File: config.mk
export PLATFORM = sky130hd
export DESIGN_NAME = pc_unit
export DESIGN_NICKNAME = d
export VERILOG_FILES = /design/src/rtl/pc_pkg.sv /design/src/rtl/return_addr_stack.sv /design/src/rtl/pc_unit.sv
export SDC_FILE = /design/constraint.sdc
export NUM_CORES = 1
export LEC_CHECK = 0
export ABC_AREA = 1
export BUFFER_PORTS_ARGS = -buffer_cell sky130_fd_sc_hd__buf_2
export CORE_MARGIN = 1.5
export CORE_UTILIZATION = 38
export CTS_CLUSTER_DIAMETER = 150
export DETAILED_ROUTE_END_ITERATION = 12
export GPL_ROUTABILITY_DRIVEN = 0
export PLACE_DENSITY_LB_ADDON = 0.2
export REMOVE_ABC_BUFFERS = 1
export SLEW_MARGIN = 20
export SYNTH_ARGS = -nofsm -noshare
export SYNTH_HDL_FRONTEND = slang
export SYNTH_SLANG_ARGS = --single-unit
File: constraint.sdc
create_clock -name clk -period 3.3 [get_ports clk]
set_input_delay 0.33 -clock clk [delete_from_list [all_inputs] [get_ports clk]]
set_output_delay 0.33 -clock clk [all_outputs]
set_load 0.01 [all_outputs]
File: src/rtl/pc_pkg.sv
// Shared defaults and next-PC source encoding for the fetch-stage PC unit.
package pc_pkg;

  localparam int          PC_ADDR_W       = 32;
  localparam int          PC_INCR         = 4;
  localparam logic [31:0] PC_RESET_VECTOR = 32'h0;
  localparam int          PC_RAS_DEPTH    = 4;

  typedef enum logic [1:0] {
    SRC_HOLD,
    SRC_RET,
    SRC_REDIRECT,
    SRC_SEQ
  } pc_src_e;

endpackage

File: src/rtl/return_addr_stack.sv
// Circular return-address stack: push/pop/replace, registered empty/full, sticky over/underflow.
// State updates one edge after the request; a pop reads the top entry combinationally, never stalls.
module return_addr_stack #(
  parameter int ADDR_W = 32,
  parameter int DEPTH  = 4
) (
  input  logic              clk,
  input  logic              reset,
  input  logic              push,
  input  logic              pop,
  input  logic [ADDR_W-1:0] push_dat,
  output logic [ADDR_W-1:0] top_dat,
  output logic              empty,
  output logic              full,
  output logic              overflow,
  output logic              underflow
);

  localparam int PTR_W = $clog2(DEPTH);
  localparam int CNT_W = PTR_W + 1;
  localparam logic [CNT_W-1:0] CNT_MAX = CNT_W'(DEPTH);

  logic [ADDR_W-1:0] mem_q [DEPTH];
  logic [ADDR_W-1:0] mem_d [DEPTH];
  logic [PTR_W-1:0]  top_q, top_d;
  logic [CNT_W-1:0]  cnt_q, cnt_d;
  logic              empty_q, full_q, ovf_q, ovf_d, unf_q, unf_d;

  always_comb begin
    mem_d = mem_q;
    top_d = top_q;
    cnt_d = cnt_q;
    ovf_d = ovf_q;
    unf_d = unf_q;
    if (pop && push && !empty_q) begin
      // Tail return: the popped slot is immediately reused for the new link.
      mem_d[top_q] = push_dat;
    end else if (pop && !empty_q) begin
      top_d = top_q - PTR_W'(1);
      cnt_d = cnt_q - CNT_W'(1);
    end else begin
      if (pop) unf_d = 1'b1;
      if (push) begin
        // When full the pointer wraps onto the oldest entry and overwrites it.
        top_d        = top_q + PTR_W'(1);
        mem_d[top_d] = push_dat;
        if (full_q) ovf_d = 1'b1;
        else        cnt_d = cnt_q + CNT_W'(1);
      end
    end
  end

  always_ff @(posedge clk) begin
    if (reset) begin
      top_q   <= '0;
      cnt_q   <= '0;
      empty_q <= 1'b1;
      full_q  <= 1'b0;
      ovf_q   <= 1'b0;
      unf_q   <= 1'b0;
    end else begin
      top_q   <= top_d;
      cnt_q   <= cnt_d;
      empty_q <= (cnt_d == '0);
      full_q  <= (cnt_d == CNT_MAX);
      ovf_q   <= ovf_d;
      unf_q   <= unf_d;
    end
  end

  always_ff @(posedge clk) begin
    mem_q <= mem_d;
  end

  assign top_dat   = mem_q[top_q];
  assign empty     = empty_q;
  assign full      = full_q;
  assign overflow  = ovf_q;
  assign underflow = unf_q;

endmodule

File: src/rtl/pc_unit.sv
// Fetch-stage program counter: priority mux (reset > stall > ret > redirect > seq) over a return stack.
// pc is registered (request at edge N visible after N); stall holds all state, no other backpressure.
module pc_unit
  import pc_pkg::*;
#(
  parameter int                ADDR_W       = PC_ADDR_W,
  parameter int                INCR         = PC_INCR,
  parameter logic [ADDR_W-1:0] RESET_VECTOR = ADDR_W'(PC_RESET_VECTOR),
  parameter int                RAS_DEPTH    = PC_RAS_DEPTH
) (
  input  logic              clk,
  input  logic              reset,
  input  logic              stall,
  input  logic              redirect_valid,
  input  logic [ADDR_W-1:0] redirect_target,
  input  logic              call,
  input  logic              ret,
  output logic [ADDR_W-1:0] pc,
  output logic              pc_valid,
  output logic [ADDR_W-1:0] pc_next,
  output logic [ADDR_W-1:0] link_addr,
  output logic              ras_empty,
  output logic              ras_full,
  output logic              ras_overflow,
  output logic              ras_underflow,
  output logic              misalign_err
);

  localparam logic [ADDR_W-1:0] INCR_V     = ADDR_W'(INCR);
  localparam logic [ADDR_W-1:0] ALIGN_MASK = ADDR_W'(INCR - 1);

  pc_src_e           src;
  logic [ADDR_W-1:0] pc_q, pc_d, ras_top;
  logic              misalign_q, misalign_d;
  logic              rst_seen_q, rst_seen_d;
  logic              ras_push, ras_pop;

  assign link_addr = pc_q + INCR_V;

  always_comb begin
    src = SRC_SEQ;
    if (stall)               src = SRC_HOLD;
    else if (ret)            src = ras_empty ? SRC_SEQ : SRC_RET;
    else if (redirect_valid) src = SRC_REDIRECT;
  end

  always_comb begin
    case (src)
      SRC_HOLD:     pc_d = pc_q;
      SRC_RET:      pc_d = ras_top;
      SRC_REDIRECT: pc_d = redirect_target & ~ALIGN_MASK;
      default:      pc_d = link_addr;
    endcase
    if (reset) pc_d = RESET_VECTOR;
  end

  // A link is pushed for call+redirect and for call+ret (tail return), never for a bare call.
  always_comb begin
    ras_push   = !stall && call && (ret || redirect_valid);
    ras_pop    = !stall && ret;
    misalign_d = (src == SRC_REDIRECT) && |(redirect_target & ALIGN_MASK);
    rst_seen_d = rst_seen_q | reset;
  end

  always_ff @(posedge clk) begin
    if (reset) begin
      pc_q       <= RESET_VECTOR;
      misalign_q <= 1'b0;
    end else begin
      pc_q       <= pc_d;
      misalign_q <= misalign_d;
    end
    rst_seen_q <= rst_seen_d;
  end

  return_addr_stack #(
    .ADDR_W (ADDR_W),
    .DEPTH  (RAS_DEPTH)
  ) u_ras (
    .clk       (clk),
    .reset     (reset),
    .push      (ras_push),
    .pop       (ras_pop),
    .push_dat  (link_addr),
    .top_dat   (ras_top),
    .empty     (ras_empty),
    .full      (ras_full),
    .overflow  (ras_overflow),
    .underflow (ras_underflow)
  );

  assign pc           = pc_q;
  assign pc_next      = pc_d;
  assign pc_valid     = rst_seen_q & ~reset;
  assign misalign_err = misalign_q;

endmodule

* Word-level counts from Yosys, hierarchy flattened
Cells that the tools add are included.
** Cells by class
- $add $sub $neg :: 5
- Reduce and logical (&&, ||, !) cells :: 21
- Multiplexer cells :: 24
- Bitwise gates (word level) :: 7
- Multipliers :: 0
- Equal/unequal tests :: 4
- Magnitude comparators :: 4
- Shift-type cells :: 0
- Div/mod/pow operators :: 0
** Operators by type and width (number)
- $mux 128 :: 3
- $bwmux 128 :: 2
- $mux 32 :: 5
- $demux 32 s2 :: 2
- $pmux 32 s3 :: 1
- $bmux 32 s2 :: 1
- $add 32x3->32 const B :: 1
- $mux 3 :: 4
- $mux 2 :: 5
- $logic_and 1x1->1 :: 9
- $ge 3x3->1 const B :: 2
- $lt 3x1->1 const B :: 2
- $not 2->3 :: 2
- $reduce_and 2->1 :: 2
- $reduce_and 4->1 :: 1
- $reduce_bool 2->1 :: 2
- $add 3x1->3 const B :: 1
- $eq 3x3->1 const B :: 1
- $logic_not 3->1 :: 1
- $not 1->1 :: 3
- $reduce_and 3->1 :: 1
- $sub 3x1->3 const B :: 1
- $add 2x1->2 const B :: 1
- $eq 2x1->1 const B :: 1
- 10 further kinds :: 11
** Storage, ports and cells
- Input bits :: 38
- Logic and storage cells :: 78
- Output and inout port bits :: 102
- Memory bits (writable) :: 0
- Bits in read-only memories :: 0
- Latch bits :: 0
- Memories kept :: 0
- Flip-flop bits (word level) :: 171

* Longest topological paths before layout
- Depth in word-level cells :: 10
- Mapped depth :: 10

* By module
From an unflattened synthesis, not the netlist that was laid out.
** Second synthesis, totals
- Cell total of the unflattened synthesis :: 1110
- Area total of the unflattened synthesis :: 8941.1 um^2
** Modules (own cells, without submodules)
- return_addr_stack :: area an instance 6000.8 um^2, cells an instance 560, instances 1
- pc_unit :: area an instance 2940.3 um^2, cells an instance 550, instances 1

* Worst setup path after synthesis
Ideal clock, no wire load.
- Kind :: reg2reg
- Start point :: register u_ras.top_q[0] (netlist name)
- End point :: register u_ras.mem_q[0] (netlist name) (enable)
- Path slack :: 0.232 ns
- Setup time :: 0.421 ns
- Data required time :: 2.879 ns
- Arrival :: 2.647 ns
- Period minus slack after synthesis :: 3.068 ns
- Stages on the path, launching flop included :: 8
- Cell sequence :: dfxtp_1 inv_1 buf_2 buf_2 ha_1 o21ai_1 buf_2 nor2_1
** RTL lines
- to (signal assigned) :: line return_addr_stack.sv:72 : mem_q <= mem_d;
- to (decl) :: line return_addr_stack.sv:23 : logic [ADDR_W-1:0] mem_q [DEPTH];

* Final worst setup path
- Start point :: register pc_q[2], in the netlist pc[2]
- End point :: output pc_next[16]
** On the way
- Cells in the longest elaborated chain, start to end :: 3
** RTL lines
- from (decl) :: line pc_unit.sv:33 : logic [ADDR_W-1:0] pc_q, pc_d, ras_top;
- from (signal assigned) :: line pc_unit.sv:70 : pc_q <= pc_d;
- $add 32x3->32 :: line pc_unit.sv:38 : assign link_addr = pc_q + INCR_V;
- $pmux 32 s3 :: line pc_unit.sv:48 : case (src)
- $mux 32 :: line pc_unit.sv:54 : if (reset) pc_d = RESET_VECTOR;
- to (decl) :: line pc_unit.sv:20 : output logic [ADDR_W-1:0] pc_next,
No other way between the ends.

==> impl_results.md <==
- Outcome: complete, no violations
- # setup viols final: 0
- Clk_skew: 10.83 ps
- Synth Instances: 1132
- Hold Path Class: in -> reg
- Worst vdd ir: 0.2999 mV
- Std cell rows: 55
- CTS sink cnt: 171
- Inserted Diodes: 0
- Die Span X: 156.4 um
- Clock root buffer: clkbuf_16
- Compound-gate portion of the synthesized area: 7.804%
- Clock buffer count from CTS: 17
- DRC violation total after the first TritonRoute iteration: 669
- Util after Layout: 46.24%
- Post-CTS Resized: 0
- Cell Area, Synth: 8946 sq um
- Most frequent cells in the layout: nand2_1, nor2_1, buf_2, edfxtp_1, nand3_1
- Total track usage: 23.12%
- Synth top area cells: edfxtp_1, nand2_1, nor2_1
- Yosys reg bits: 171
- IO buf count: 139
- WP data arrival: 2680 ps
- Cell Chain, Critical Path: ha_1 -> nand3_1 -> nor2_4 -> nand3_1 -> xor2_1 -> a21oi_1 -> buf_2
- Multi-input logic area: 3651 sq um
- Post-placement cell count: 1553
- Synth Area in Adders: 1.119%
- CP max stage cell: dfxtp_1
- Grt ovf: 0
- Max Freq: 332.4 MHz
- Critical Path RT: 2970 ps
- Drt pass-1 iters: 5
- Vias in the first global route: 7457
- Largest family of logic cells by synthesized area: simple AND/OR/NAND/NOR gates
- R2r startpoint: u_ras.empty$_SDFF_PP1_
- Slew @ Worst Pin: 1025 ps
- Share of cells above drive strength 1: 19.26%
- Fin crit share: 91.17%
- Skew-Pair Late Insertion Delay: 430 ps
- Mux cell area share after synthesis: 0%
- Max Root-Sink Buffers: 2
- FF-to-FF End: u_ras.mem_q[61]$_DFFE_PP_
- Finished Layout Cells: 1585
- Total wire length: 27800 um
- Largest area contributor in the netlist: edfxtp_1
- First-pass GRT wire length: 42240 um
- Max-cap violation count: 0
- Final Hold Fails: 0
- Post-synthesis simple-gate area fraction: 30.41%
- Hold_sp: redirect_target[0]
- CTS tree: built
- Most common library cell in the layout ignoring fill and taps: nand2_1
- Post-CTS Hold Fix Bufs: 0
- Top delay family on crit path: flip-flops
- Minimum clock period: 3009 ps
- Unrepaired setup endpoints after global routing: false
- Fin. max-slew vios: 0
- Post-synth top area share: 42.97%
- Post-route ant nets: 0
- Post-Synth XOR/XNOR Area: 1.231%
- Die Y: 156.4 um
- R2r setup slk: 810 ps
- Critical path startpoint category: flop
- Worst-path clk slew: 70 ps
- Filler Cell Count: 2352
- Via count: 7970
- Crit. End Element: output pin
- Largest net degree at the start of global routing: 61
- Warnings, synthesis: 0
- Starting Density: 39.16%
- Mapped Avg Cell Area: 7.903 sq um
- DR DRC count: 0
- Crit-path max cell delay: 610 ps
- Most used cell, CP: nand3_1
- Post-CTS setup buffer count: 0
- Fraction of the yosys area taken by sequential cells: 52.59%
- Crit path depth: 7
- Hold-critical path endpoint: misalign_err$_SDFF_PP0_
- Power per cell area: 521.8 nW/um^2
- Synth unique cells: 37
- Crit Path Category: reg -> out
- Antenna violations before repair: 0
- Buf/Inv on CP: 1
- # IOs: 140
- Dpl hpwl: 18260 um
- Nets: 1305
- Hold path cells: 3
- Core Region: 22850 sq um
- Sequential Area: 4706 sq um
- Vias/cell: 5.028
- Rel. slew slack: 31.57%
- Pleak: 4.524 nW
- R2R depth: 8
- Layout area overhead: 18.08%
- Critical path fanouts, max: 13
- H-tree level count: 4
- Die footprint: 24470 sq um
- DR WL/cell: 17.54 um
synth_stat cells, drive strengths merged:
| cell | number |
|---|---|
| a31oi | 4 |
| clkinv | 2 |
| xnor2 | 4 |
| buf | 43 |
| ha | 8 |
| nor3 | 1 |
| nand2 | 307 |
| and2 | 2 |
| o211ai | 1 |
| dfxtp | 43 |
| nand3 | 81 |
| o21a | 1 |
| edfxtp | 128 |
| xor2 | 6 |
| o21ai | 46 |
| inv | 88 |
| a21oi | 78 |
| nor2 | 252 |
| nand4 | 8 |
| o22ai | 3 |
| clkbuf | 14 |
| o21bai | 1 |
| or2 | 2 |
| nand3b | 9 |
sequential cells by signal, indices dropped and copies added (netlist names):
register,count
u_ras.overflow,1
u_ras.underflow,1
pc,32
rst_seen_q,1
u_ras.empty,1
u_ras.cnt_q,3
misalign_err,1
u_ras.mem_q,128
u_ras.top_q,2
u_ras.full,1
power breakdown:
part           switching [W]  total, W  internal [W]
registers           0.000102   0.00251       0.00241
clock network       0.000830   0.00203       0.00120
logic               0.000672  0.000977      0.000305
kinds of logic after synthesis:
kind of cell,count (synthesis)
XOR/XNOR,10
buffers and inverters,147
flip-flops,171
AO/OA/AOI/OAI,134
adder cells (fa/ha/maj),8
AND/OR/NAND/NOR,662
through the flow:
step	instance area, sq um	total power, W	hold WS (ps)	TNS (ps)	worst slack (ps)
finish	10560	0.005512	161.0	0	291.4
global route	10560	0.005744	170.0	0	43.65
CTS	10560	0.005528	152.3	0	335.1
detailed placement	9977	0.003528	414.4	0	696.8
global placement	9977	0.003520	409.8	0	751.2
floorplan	8671	0.003090	399.1	-336660	-2084
metal layers:
| metal | part of all wire (%) | track usage, % | vias to the layer above |
|---|---|---|---|
| met2 | 47 | 37.90 | 274 |
| li1 | - | - | 3922 |
| met3 | 6.3 | 3.988 | 30 |
| met4 | 1.7 | 7.256 | 0 |
| met1 | 45 | 31.17 | 3744 |
| met5 | 0 | 0 | - |
area by class of cell:
type,count,share of cell area [%]
tap,313,3.707
timing repair buffer,165,8.433
inverter,90,3.198
clock inverter,7,0.8528
sequential,171,44.55
clock buffer,25,4.702
multi-input combinational,814,34.56
worst register-to-register path: stages, from the launching register on:
cell	delay [ps]
dfxtp_1	310
inv_2	60
nand2_1	120
inv_1	80
nand2_1	170
nand2_1	130
o21ai_2	80
nor2_2	760
buf_4	450
worst max-delay path by stage:
stage,startpoint,slack (ps),end
6_report,pc[2]$_SDFF_PP0_,290,pc_next[16]
2_1_floorplan,u_ras.top_q[0]$_SDFFE_PP0P_,-2080,u_ras.mem_q[0]$_DFFE_PP_
5_1_grt,pc[2]$_SDFF_PP0_,40,pc_next[16]
3_5_place_dp,stall,700,u_ras.mem_q[56]$_DFFE_PP_
3_3_place_gp,stall,750,u_ras.mem_q[49]$_DFFE_PP_
4_1_cts,pc[2]$_SDFF_PP0_,340,pc_next[16]
(Power assumes the default switching activity.)
